$ cat src/rtl/rv_core_pkg.sv
// Shared core definitions: fetch FSM states, base opcodes and the canonical NOP.
package rv_core_pkg;

  localparam int unsigned INSTR_W = 32;

  typedef enum logic [1:0] {
    ST_BOOT  = 2'd0,
    ST_FETCH = 2'd1,
    ST_ISSUE = 2'd2,
    ST_HALT  = 2'd3
  } fetch_state_e;

  localparam logic [6:0] OPC_RTYPE  = 7'b0110011;
  localparam logic [6:0] OPC_LOAD   = 7'b0000011;
  localparam logic [6:0] OPC_STORE  = 7'b0100011;
  localparam logic [6:0] OPC_ITYPE  = 7'b0010011;
  localparam logic [6:0] OPC_BRANCH = 7'b1100011;
  localparam logic [6:0] OPC_JAL    = 7'b1101111;
  localparam logic [6:0] OPC_JALR   = 7'b1100111;

  localparam logic [INSTR_W-1:0] NOP_INSTR = 32'h0000_0013;

endpackage

$ cat src/rtl/next_pc_sel.sv
// Next-PC target selection for a retiring instruction plus word-alignment check.
module next_pc_sel #(
  parameter int unsigned XLEN = 32
) (
  input  logic [XLEN-1:0] pc_i,
  input  logic [XLEN-1:0] imm_i,
  input  logic [XLEN-1:0] rs1_val_i,
  input  logic            branch_i,
  input  logic            branch_taken_i,
  input  logic            jump_i,
  input  logic            jumpback_i,
  output logic [XLEN-1:0] target_c_o,
  output logic            misalign_c_o
);

  // JALR clears bit0 of the sum; PC-relative targets share one adder.
  always_comb begin
    target_c_o = pc_i + XLEN'(4);
    if (jumpback_i) begin
      target_c_o = (rs1_val_i + imm_i) & {{(XLEN-1){1'b1}}, 1'b0};
    end else if (jump_i || (branch_i && branch_taken_i)) begin
      target_c_o = pc_i + imm_i;
    end
    misalign_c_o = |target_c_o[1:0];
  end

endmodule

$ cat src/rtl/pc_fetch_unit.sv
// Instruction fetch stage: owns the PC, handshakes with imem and hands one instruction at a time to decode.
module pc_fetch_unit
  import rv_core_pkg::*;
#(
  parameter int unsigned     XLEN         = 32,
  parameter logic [XLEN-1:0] RESET_PC     = '0,
  parameter int unsigned     IMEM_TIMEOUT = 16
) (
  input  logic               clk,
  input  logic               rst_n,
  output logic               imem_req,
  output logic [XLEN-1:0]    imem_addr,
  input  logic               imem_ready,
  input  logic [INSTR_W-1:0] imem_rdata,
  output logic [INSTR_W-1:0] instr,
  output logic               instr_valid,
  output logic [6:0]         opcode,
  output logic [2:0]         funct3,
  output logic [6:0]         funct7,
  output logic [4:0]         rd,
  output logic [4:0]         rs1,
  output logic [4:0]         rs2,
  output logic [XLEN-1:0]    pc,
  output logic [XLEN-1:0]    pc_plus4,
  input  logic               instr_ack,
  input  logic               branch,
  input  logic               branch_taken,
  input  logic               jump,
  input  logic               jumpback,
  input  logic [XLEN-1:0]    imm,
  input  logic [XLEN-1:0]    rs1_val,
  output logic               fetch_err,
  output logic               misalign_err
);

  localparam int unsigned CNT_W = 8;

  fetch_state_e       state_q, state_d;
  logic [XLEN-1:0]    pc_q, pc_d;
  logic [XLEN-1:0]    pc_plus4_q;
  logic [INSTR_W-1:0] instr_q, instr_d;
  logic [CNT_W-1:0]   cnt_q, cnt_d;
  logic               fetch_err_q, fetch_err_d;
  logic               misalign_err_q, misalign_err_d;
  logic               imem_req_q, instr_valid_q;
  logic [XLEN-1:0]    target_c;
  logic               misalign_c;

  next_pc_sel #(.XLEN(XLEN)) u_next_pc_sel (
    .pc_i           (pc_q),
    .imm_i          (imm),
    .rs1_val_i      (rs1_val),
    .branch_i       (branch),
    .branch_taken_i (branch_taken),
    .jump_i         (jump),
    .jumpback_i     (jumpback),
    .target_c_o     (target_c),
    .misalign_c_o   (misalign_c)
  );

  always_comb begin
    state_d        = state_q;
    pc_d           = pc_q;
    instr_d        = instr_q;
    cnt_d          = cnt_q;
    fetch_err_d    = fetch_err_q;
    misalign_err_d = misalign_err_q;
    case (state_q)
      ST_BOOT: begin
        cnt_d   = '0;
        state_d = ST_FETCH;
      end
      ST_FETCH: begin
        if (imem_ready) begin
          instr_d = imem_rdata;
          state_d = ST_ISSUE;
        end else if (cnt_q == CNT_W'(IMEM_TIMEOUT - 1)) begin
          fetch_err_d = 1'b1;
          state_d     = ST_HALT;
        end else begin
          cnt_d = cnt_q + CNT_W'(1);
        end
      end
      ST_ISSUE: begin
        // A misaligned target halts without disturbing the PC of the offending instruction.
        if (instr_ack) begin
          if (misalign_c) begin
            misalign_err_d = 1'b1;
            state_d        = ST_HALT;
          end else begin
            pc_d    = target_c;
            cnt_d   = '0;
            state_d = ST_FETCH;
          end
        end
      end
      ST_HALT: begin
        state_d = ST_HALT;
      end
      default: begin
        state_d = ST_BOOT;
      end
    endcase
  end

  // Handshake outputs are registered from the next state so they line up with it.
  always_ff @(posedge clk) begin
    if (!rst_n) begin
      state_q        <= ST_BOOT;
      pc_q           <= RESET_PC;
      pc_plus4_q     <= RESET_PC + XLEN'(4);
      instr_q        <= NOP_INSTR;
      cnt_q          <= '0;
      fetch_err_q    <= 1'b0;
      misalign_err_q <= 1'b0;
      imem_req_q     <= 1'b0;
      instr_valid_q  <= 1'b0;
    end else begin
      state_q        <= state_d;
      pc_q           <= pc_d;
      pc_plus4_q     <= pc_d + XLEN'(4);
      instr_q        <= instr_d;
      cnt_q          <= cnt_d;
      fetch_err_q    <= fetch_err_d;
      misalign_err_q <= misalign_err_d;
      imem_req_q     <= (state_d == ST_FETCH);
      instr_valid_q  <= (state_d == ST_ISSUE);
    end
  end

  always_ff @(posedge clk) begin
    if (rst_n && (state_q == ST_ISSUE) && instr_ack) begin
      assert (!(jump && jumpback)) else $error("jump and jumpback retired together");
    end
  end

  assign imem_req     = imem_req_q;
  assign imem_addr    = pc_q;
  assign instr        = instr_q;
  assign instr_valid  = instr_valid_q;
  assign opcode       = instr_q[6:0];
  assign rd           = instr_q[11:7];
  assign funct3       = instr_q[14:12];
  assign rs1          = instr_q[19:15];
  assign rs2          = instr_q[24:20];
  assign funct7       = instr_q[31:25];
  assign pc           = pc_q;
  assign pc_plus4     = pc_plus4_q;
  assign fetch_err    = fetch_err_q;
  assign misalign_err = misalign_err_q;

endmodule

$ cat config.mk
export PLATFORM = sky130hd
export DESIGN_NAME = pc_fetch_unit
export DESIGN_NICKNAME = d
export VERILOG_FILES = /design/src/rtl/rv_core_pkg.sv /design/src/rtl/next_pc_sel.sv /design/src/rtl/pc_fetch_unit.sv
export SDC_FILE = /design/constraint.sdc
export NUM_CORES = 1
export LEC_CHECK = 0
export CELL_PAD_IN_SITES_DETAIL_PLACEMENT = 0
export CELL_PAD_IN_SITES_GLOBAL_PLACEMENT = 1
export CORE_MARGIN = 1
export CORE_UTILIZATION = 38
export DETAILED_ROUTE_END_ITERATION = 12
export PLACE_DENSITY_LB_ADDON = 0.08
export SKIP_CTS_REPAIR_TIMING = 1
export SYNTH_ARGS = -nofsm -noshare
export SYNTH_HDL_FRONTEND = slang
export SYNTH_SLANG_ARGS = --single-unit
$ cat constraint.sdc
create_clock -name clk -period 7 [get_ports clk]
set_input_delay 1.4 -clock clk [delete_from_list [all_inputs] [get_ports clk]]
set_output_delay 1.4 -clock clk [all_outputs]
set_load 0.01 [all_outputs]
==> impl_metrics.py, run 1 <==
metrics = {
    "status": {
        "status": "completed",
    },
    "power_and_ir_drop": {
        "p_int_mw": 1.16,
        "vdd_drop_max_uv": 253,
        "power_density_nw_per_um2": 136,
        "switching_share_pct": 30.6,
        "p_leak_nw": 4.69,
        "power.share.clock_pct": 31.4,
        "combPwrFrac_pct": 29.5,
        "p_seq_share_pct": 39.1,
        "power.switching_mw": 0.512,
    },
    "placement": {
        "dp_hpwl_mm": 27.2,
        "gp_congestion": 0.976,
        "placed_cells": 1746,
        "port_buffers": 267,
    },
    "clock_tree": {
        "cts_tree": "built",
        "cts-root-buf": "clkbuf_16",
        "worst_skew_pair.late_latency_ns": 0.34,
        "h-tree-depth": 3,
        "clock_sinks": 108,
        "clkTransAtPathRegs_ns": 0.07,
        "cts_made_buffers": 9,
        "clk_path_buf_depth": 2,
    },
    "floorplanning": {
        "dieArea_sq_um": 25900,
        "die_w_um": 161,
        "pin_count": 268,
        "die_y_um": 161,
        "coreArea_sq_um": 24500,
        "row_count": 57,
        "start_util_pct": 39.1,
    },
    "synthesis": {
        "synth_top_area_share_pct": 22.6,
        "synth_enable_flop_cells": 0,
        "synth.distinct_cells": 95,
        "ys.flop_type": "dfxtp_1",
        "ys_seq_area_share_pct": 22.6,
        "syn_nets": 1441,
        "async_reset_ff_share_pct": 0,
        "synth.most_common_cell": "nand2_1",
        "yosysWarnings": 0,
        "synthTopCellsByCount": "158 x nand2_1, 121 x a21oi_1, 110 x nor2_1",
        "synth_area_leaders": "dfxtp_1 23%, ha_1 8.4%, a21oi_1 6.3%",
        "synth_area_sq_um": 9580,
        "synth-seq-cells": 108,
        "synth.largest_area_cell": "dfxtp_1",
        "avgSynthCellArea_sq_um": 7.54,
        "synthCells": 1271,
    },
    "detailed_routing": {
        "wl_mm": 34.2,
        "drtIter0Drc": 809,
        "routedWlPerCell_um": 19.4,
        "ant_nets": 0,
        "viasPerCell": 5.66,
        "dr.pass1.iters": 5,
        "drc": 0,
        "via_count": 9972,
    },
    "sta": {
        "setup_viol": 0,
        "fmax_mhz": 176,
        "grt_setup_unrepaired": "false",
        "fin_worst_skew_ns": 0.00718,
        "hold_viol": 0,
        "finalSetupTns_ns": 0,
        "maxSlewHeadroom_pct": 23.6,
        "fin_crit_ns": 5.67,
        "tightest_slew_ns": 1.14,
        "period_share_pct": 81.0,
        "slew_violations": 0,
    },
    "grt": {
        "grt_max_degree": 43,
        "grt_pass1_wl_mm": 52.3,
        "grt_pass1_vias": 9299,
        "antenna_found_initial": 0,
        "overflow": 0,
        "grtUsageTotal_pct": 25.7,
    },
    "critical_path": {
        "cpPeakStageDelay_ns": 0.83,
        "startpoint_type": "primary input",
        "worstPathMaxFanout": 12,
        "worst_path_max_delay_cell": "nor2_1",
        "crit_path_frequent_cell": "nor2_1",
        "critPathTopFamily": "simple AND/OR/NAND/NOR gates",
        "path_buf_inv": 1,
        "crit_chain": "clkdlybuf4s50_1 > ha_1 > fa_1 > nor2_1 > a211oi_4 > nor2_1 > nor2_1 > a31oi_1 > nand4_1 > nor3b_2 > nand4_2 > nor4_1 > mux2_1",
        "worstPathRequired_ns": 7.23,
        "crit_type": "primary input to register",
        "critPathArrivalTime_ns": 5.90,
        "endpoint_kind": "register",
    },
    "layout": {
        "num_antenna_cells": 0,
        "area_delta_synth_final_pct": 28.1,
        "fillers": 2479,
        "drive_above_1_share_pct": 4.24,
        "final_nets": 1603,
        "final_cell_count_no_fill": 1762,
    },
    "flow_run": {
        "drv_cap": 0,
    },
    "min_path": {
        "holdCritPathClass": "register to register",
    },
}
## layer usage
layer	up-vias	part of all wire, %	global-route usage (%)
met5	-	0	0
met4	0	2.8	7.85
met3	54	6.1	4.13
met2	383	47	42.3
met1	4620	44	34.3
li1	4915	-	-
## placed cells by master (no fill, tap or decap), types with 10 or more instances in the layout
master           count
a31oi_1             15
nor4_1              15
ha_1                64
xor2_1              25
o21ai_1             10
nor3_1              23
and3_1              18
nand3_1             47
a211oi_1            13
inv_1               23
nand4_1             32
dfxtp_1            108
o211ai_1            18
and2_1              34
xnor2_1             35
a21o_1              22
mux2i_1             15
o21ai_0             64
clkdlybuf4s50_1    267
or3_1               12
a21oi_1            121
nor2_1             110
nand2_1            158
## power by group through the flow
stage	sequential (mW)	combinational [mW]	clock, mW
final	0.654	0.495	0.526
after detailed placement	0.668	0.488	0
after CTS	0.654	0.491	0.539
after global placement	0.668	0.490	0
after global routing	0.657	0.538	0.563
after floorplan	0.669	0.293	0
## path summary, 6_finish.rpt
kind	slack, ns	startpoint	endpoint	cells past startpoint
setup / recovery	1.33	imm[0]	pc_plus4[26]$_SDFF_PN0_	13
setup reg to reg	2.38	imem_addr[0]$_SDFFE_PN0P_	pc_plus4[26]$_SDFF_PN0_	12
hold reg to reg	0.47	instr[18]$_SDFFE_PN0P_	instr[18]$_SDFFE_PN0P_	2
hold / removal	0.47	instr[18]$_SDFFE_PN0P_	instr[18]$_SDFFE_PN0P_	2
## sequential cells by signal, summed over array words and instances (netlist names)
name,cells
instr,32
instr_valid,1
imem_req,1
misalign_err,1
pc_plus4,30
state_q,2
imem_addr,32
fetch_err,1
cnt_q,8
## final cells by class
type	instances	area [sq um]	share of cell area, %
clock buffers	13	270	2.20
clock inverters	3	43.8	0.357
inverters	24	90.1	0.734
multi-input cells	1015	6570	53.5
flip-flops and latches	108	2160	17.6
well taps	324	405	3.30
repair buffers	275	2730	22.3
## cell families (layout without fill, tap and decap cells)
logic type | count (synthesis) | after routing | share of synthesized area, %
buf+inv | 148 | 315 | 8.85
compound gates | 367 | 367 | 25.9
simple gates | 503 | 503 | 26.4
flops | 108 | 108 | 22.6
fa+ha+maj | 66 | 66 | 8.77
mux | 19 | 19 | 2.04
xor+xnor | 60 | 60 | 5.48
## worst reg2reg max path, stage by stage (launching register included)
cell      delay, ns
dfxtp_1        0.49
ha_1           0.27
fa_1           0.42
nor2_1         0.26
a211oi_4       0.13
nor2_1         0.83
nor2_1         0.07
a31oi_1        0.46
nand4_1        0.23
nor3b_2        0.34
nand4_2        0.29
nor4_1         0.37
mux2_1         0.35
## metrics by stage
step           utilization (%)  setup WS (ns)  hold WS (ns)  cell area, sq um  power, mW
3_5_place_dp              48.8          0.960         0.465             12000       1.16
4_1_cts                   50.0           1.32         0.475             12300       1.69
2_1_floorplan                -           2.35         0.458              9580      0.963
3_3_place_gp              48.8           1.10         0.452             12000       1.16
6_report                  50.0           1.33         0.471             12300       1.68
5_1_grt                   50.0          0.997         0.497             12300       1.76
No activity file was read; power rests on OpenSTA's default activity.
==> inputs of run 2 (changes only) <==
- CORE_UTILIZATION: 38 -> 35
- clock period: 7 -> 5.3 ns (I/O delays scaled with it)
==> impl_metrics.py, run 2 (same netlist as run 1, synthesis figures left out) <==
metrics = {
    "critical_path": {
        "endpoint_kind": "register",
        "startpoint_type": "primary input",
        "critPathArrivalTime_ns": 5.04,
        "r2r_cells": 13,
        "r2r_end": "pc_plus4[28]$_SDFF_PN0_",
        "worstPathRequired_ns": 5.53,
        "crit_start": "imm[0]",
        "worstPathMaxFanout": 4,
        "crit_type": "primary input to register",
        "r2r_start": "imem_addr[0]$_SDFFE_PN0P_",
        "rrSetupSlack_ns": 1.22,
    },
    "min_path": {
        "whs_path_depth": 2,
        "min_to": "instr[13]$_SDFFE_PN0P_",
        "holdCritPathClass": "register to register",
        "hp-start": "instr[13]$_SDFFE_PN0P_",
    },
    "detailed_routing": {
        "viasPerCell": 5.55,
        "dr.pass1.iters": 5,
        "ant_nets": 0,
        "wl_mm": 35.7,
        "drc": 0,
        "drtIter0Drc": 771,
        "via_count": 10200,
        "routedWlPerCell_um": 19.5,
    },
    "layout": {
        "final_nets": 1657,
        "multi_input_area_sq_um": 6570,
        "drive_above_1_share_pct": 7.59,
        "fin_area_sq_um": 12700,
        "fillers": 2785,
        "final_core_util_pct": 47.2,
        "area_delta_synth_final_pct": 32.4,
        "final_cell_mix": "267 x clkdlybuf4s50_1, 158 x nand2_1, 121 x a21oi_1, 110 x nor2_1, 108 x dfxtp_1",
        "ff_latch_area_sq_um": 2160,
        "final_common_cell": "clkdlybuf4s50_1",
    },
    "clock_tree": {
        "h-tree-depth": 3,
        "cts-root-buf": "clkbuf_16",
        "cts_made_buffers": 9,
        "clock_sinks": 108,
        "clkTransAtPathRegs_ns": 0.07,
        "cts_tree": "built",
        "clk_path_buf_depth": 2,
        "worst_skew_pair.late_latency_ns": 0.34,
    },
    "sta": {
        "fin_worst_skew_ns": 0.00713,
        "fmax_mhz": 208,
        "grt_setup_unrepaired": "false",
        "finalSetupTns_ns": 0,
        "period_share_pct": 90.8,
        "fin_crit_ns": 4.81,
        "slew_violations": 0,
        "hold_viol": 0,
        "tightest_slew_ns": 1.12,
        "maxSlewHeadroom_pct": 25.1,
        "setup_viol": 0,
    },
    "floorplanning": {
        "row_count": 60,
        "start_util_pct": 35.7,
        "die_w_um": 167,
        "dieArea_sq_um": 28000,
        "coreArea_sq_um": 26900,
        "die_y_um": 167,
        "pin_count": 268,
    },
    "power_and_ir_drop": {
        "p_int_mw": 1.52,
        "total_power_mw": 2.20,
        "vdd_drop_max_uv": 162,
        "power_density_nw_per_um2": 173,
        "p_seq_share_pct": 39.2,
        "p_leak_nw": 4.94,
        "switching_share_pct": 30.8,
        "combPwrFrac_pct": 31.2,
        "power.switching_mw": 0.676,
        "power.share.clock_pct": 29.6,
    },
    "status": {
        "status": "completed",
    },
    "grt": {
        "grtUsageTotal_pct": 24.8,
        "antenna_found_initial": 0,
        "grt_pass1_vias": 9482,
        "grt_pass1_wl_mm": 54.6,
        "grt_max_degree": 34,
        "overflow": 0,
    },
    "flow_run": {
        "drv_cap": 0,
    },
    "placement": {
        "placed_area_sq_um": 12400,
        "gp_congestion": 0.904,
        "dp_hpwl_mm": 28.9,
        "port_buffers": 267,
    },
}
==> run 2: cell types whose count changed in the layout (fill, tap and decap cells not counted), sizes merged <==
cell and delta:
buf +54, clkbuf -3, diode +1
==> run 2: final cells by class <==
type	count	share of cell area [%]
Sequential cell	108	17.0
Timing Repair Buffer	329	24.8
Tap cell	341	3.36
Antenna cell	1	0.0197
Inverter	24	0.710
Clock buffer	10	1.88
Clock inverter	3	0.316
Multi-Input combinational cell	1015	51.8
==> run 2: power by group through the flow <==
stage	Clock, mW	Sequential [mW]	Combinational (mW)
global route	0.706	0.864	0.739
CTS	0.668	0.862	0.679
finish	0.650	0.861	0.684
global placement	0	0.880	0.677
detailed placement	0	0.880	0.675
floorplan	0	0.884	0.387
==> run 2: routing by layer <==
| metal | share of wire, % | up-vias | wire [um] | global-route usage, % |
|---|---|---|---|---|
| li1 | - | 5023 | - | - |
| met1 | 44 | 4745 | 15700 | 32.0 |
| met2 | 47 | 357 | 16700 | 42.0 |
| met3 | 6.4 | 45 | 2270 | 3.99 |
| met4 | 2.7 | 0 | 965 | 7.86 |
| met5 | 0 | - | 0 | 0 |
==> run 2: worst max path at each step <==
stage / depth (start not counted) / slack, ns / end
floorplan: 12 / 0.99 / pc_plus4[26]$_SDFF_PN0_
global placement: 14 / 0.18 / pc_plus4[28]$_SDFF_PN0_
detailed placement: 13 / 0.18 / pc_plus4[28]$_SDFF_PN0_
CTS: 13 / 0.52 / pc_plus4[28]$_SDFF_PN0_
global route: 13 / 0.34 / pc_plus4[28]$_SDFF_PN0_
finish: 13 / 0.49 / pc_plus4[28]$_SDFF_PN0_
==> run 2: stage by stage <==
stage | hold slack [ns] | instances | setup WS [ns]
2_1_floorplan | 0.458 | 1271 | 0.994
3_5_place_dp | 0.464 | 1817 | 0.176
6_report | 0.473 | 1831 | 0.488
5_1_grt | 0.488 | 1830 | 0.342
4_1_cts | 0.476 | 1830 | 0.522
3_3_place_gp | 0.460 | 1817 | 0.176
==> run 2: critical path, stage by stage <==
cell	delay [ns]
clkdlybuf4s50_1	0.45
ha_1	0.24
fa_1	0.45
a211oi_2	0.31
o21ai_1	0.19
a211o_1	0.37
a21boi_1	0.17
xnor2_1	0.15
a221o_1	0.39
and4bb_2	0.37
nand4_2	0.18
nor4_1	0.35
mux2_1	0.35
==> inputs of run 3 (changes only) <==
- CORE_UTILIZATION: 35 -> 36
- CTS_BUF_LIST: not set -> sky130_fd_sc_hd__clkbuf_4
- SLEW_MARGIN: not set -> 0
==> impl_metrics.py, run 3 (same netlist as run 1, synthesis figures left out) <==
metrics = {
    "status": {
        "status": "completed",
    },
    "placement": {
        "placed_area_sq_um": 12300,
        "gp_congestion": 0.900,
        "dp_hpwl_mm": 28.0,
        "place_ws_ns": 0.123,
        "port_buffers": 267,
    },
    "sta": {
        "hold_viol": 0,
        "finalWorstSetupSlack_ns": 0.592,
        "fin_crit_ns": 4.71,
        "setup_viol": 0,
        "grt_setup_unrepaired": "false",
        "period_share_pct": 88.8,
        "finalSetupTns_ns": 0,
        "fin_worst_skew_ns": 0.0310,
        "fmax_mhz": 212,
        "maxSlewHeadroom_pct": 26.4,
        "tightest_slew_ns": 1.10,
        "slew_violations": 0,
    },
    "power_and_ir_drop": {
        "switching_share_pct": 34.1,
        "vdd_drop_max_uv": 120,
        "p_seq_share_pct": 43.8,
        "power.switching_mw": 0.672,
        "p_leak_nw": 4.82,
        "p_int_mw": 1.30,
        "power_density_nw_per_um2": 158,
        "power.share.clock_pct": 22.2,
        "combPwrFrac_pct": 34.0,
    },
    "floorplanning": {
        "start_util_pct": 36.8,
        "die_y_um": 165,
        "die_w_um": 165,
        "dieArea_sq_um": 27300,
        "coreArea_sq_um": 26100,
        "row_count": 59,
        "pin_count": 268,
    },
    "grt": {
        "grtUsageTotal_pct": 24.9,
        "grt_pass1_vias": 9466,
        "grt_pass1_wl_mm": 52.6,
        "grt_max_degree": 47,
        "overflow": 0,
        "antenna_found_initial": 1,
    },
    "flow_run": {
        "drv_cap": 0,
    },
    "critical_path": {
        "worstPathRequired_ns": 5.65,
        "r2r_start": "imem_addr[0]$_SDFFE_PN0P_",
        "startpoint_type": "primary input",
        "cpPeakStageDelay_ns": 0.44,
        "critPathArrivalTime_ns": 5.05,
        "crit_type": "primary input to register",
        "r2r_end": "pc_plus4[26]$_SDFF_PN0_",
        "worstPathMaxFanout": 8,
        "crit_path_frequent_cell": "buf_4",
        "crit_chain": "clkdlybuf4s50_1 > ha_1 > fa_1 > a211oi_2 > o21ai_1 > buf_4 > a211oi_1 > buf_4 > nor2_1 > xor2_1 > a221o_1 > and4bb_2 > nand4_2 > nor4_1 > mux2_1",
        "worst_path_max_delay_cell": "clkdlybuf4s50_1",
        "endpoint_kind": "register",
        "rrSetupSlack_ns": 1.19,
        "r2r_cells": 14,
    },
    "clock_tree": {
        "clkTransAtPathRegs_ns": 0.18,
        "cts_tree": "built",
        "worst_skew_pair.late_latency_ns": 0.47,
        "h-tree-depth": 3,
        "clock_sinks": 108,
        "cts-root-buf": "clkbuf_4",
        "cts_made_buffers": 9,
        "clk_path_buf_depth": 2,
    },
    "detailed_routing": {
        "drc": 0,
        "routedWlPerCell_um": 19.2,
        "drtIter0Drc": 662,
        "ant_nets": 0,
        "viasPerCell": 5.60,
        "wl_mm": 34.8,
        "via_count": 10200,
        "dr.pass1.iters": 7,
    },
    "layout": {
        "drive_above_1_share_pct": 6.96,
        "area_delta_synth_final_pct": 29.8,
        "num_antenna_cells": 0,
        "fin_area_sq_um": 12400,
        "final_common_cell": "clkdlybuf4s50_1",
        "final_nets": 1644,
        "fillers": 2677,
        "final_cell_mix": "267 x clkdlybuf4s50_1, 158 x nand2_1, 121 x a21oi_1, 110 x nor2_1, 108 x dfxtp_1",
    },
    "min_path": {
        "holdCritPathClass": "register to register",
        "min_to": "instr[20]$_SDFFE_PN0P_",
        "whs_path_depth": 2,
        "hp-start": "instr[20]$_SDFFE_PN0P_",
    },
}
run 3: cell count changes in the layout (fill, tap and decap cells not counted), sizes merged:
cell   previous run  this run
inv              24        27
diode             1         0
buf              62        49
run 3: critical path, delay by kind of cell:
| family | cells | cell delay, ns |
|---|---|---|
| compound gates | 4 | 1.04 |
| simple gates | 4 | 0.95 |
| xor+xnor | 1 | 0.16 |
| buf+inv | 3 | 0.81 |
| fa+ha+maj | 2 | 0.67 |
| mux | 1 | 0.36 |
run 3: worst max path at each step:
stage,cells after the start,start,to,slack (ns)
2_1_floorplan,12,imm[0],pc_plus4[26]$_SDFF_PN0_,0.99
3_3_place_gp,13,imm[0],pc_plus4[28]$_SDFF_PN0_,0.21
3_5_place_dp,13,imm[0],pc_plus4[26]$_SDFF_PN0_,0.12
4_1_cts,13,imm[0],pc_plus4[26]$_SDFF_PN0_,0.61
5_1_grt,15,imm[0],pc_plus4[26]$_SDFF_PN0_,0.41
6_report,15,imm[0],pc_plus4[26]$_SDFF_PN0_,0.59
run 3: final cells by class:
type	instances	area [sq um]	area share [%]
Timing Repair Buffer	316	3050	24.5
Multi-Input combinational cell	1015	6570	52.8
Sequential cell	108	2160	17.4
Clock buffer	10	75.1	0.603
Inverter	24	90.1	0.724
Clock inverter	6	70.1	0.563
Tap cell	335	419	3.37
run 3: per-layer routing:
layer | wire (um) | up-vias | global-route usage [%]
met2 | 16200 | 334 | 41.3
li1 | - | 4996 | -
met1 | 16000 | 4787 | 34.2
met5 | 0 | - | 0
met4 | 736 | 0 | 6.63
met3 | 1900 | 38 | 2.30
run 3: metrics by stage:
stage	power, mW	cells	hold WS, ns	utilization (%)
after floorplan	1.27	1271	0.458	-
after global placement	1.55	1798	0.455	47.2
after detailed placement	1.55	1798	0.464	47.2
after CTS	1.98	1814	0.485	47.8
after global routing	2.08	1814	0.518	47.8
final	1.97	1814	0.481	47.8
run 3: power groups by stage:
stage / Clock, mW / Sequential (mW) / Combinational (mW)
2_1_floorplan: 0 / 0.884 / 0.387
3_3_place_gp: 0 / 0.882 / 0.665
4_1_cts: 0.448 / 0.865 / 0.668
5_1_grt: 0.484 / 0.869 / 0.728
6_report: 0.437 / 0.864 / 0.670
3_5_place_dp: 0 / 0.882 / 0.665
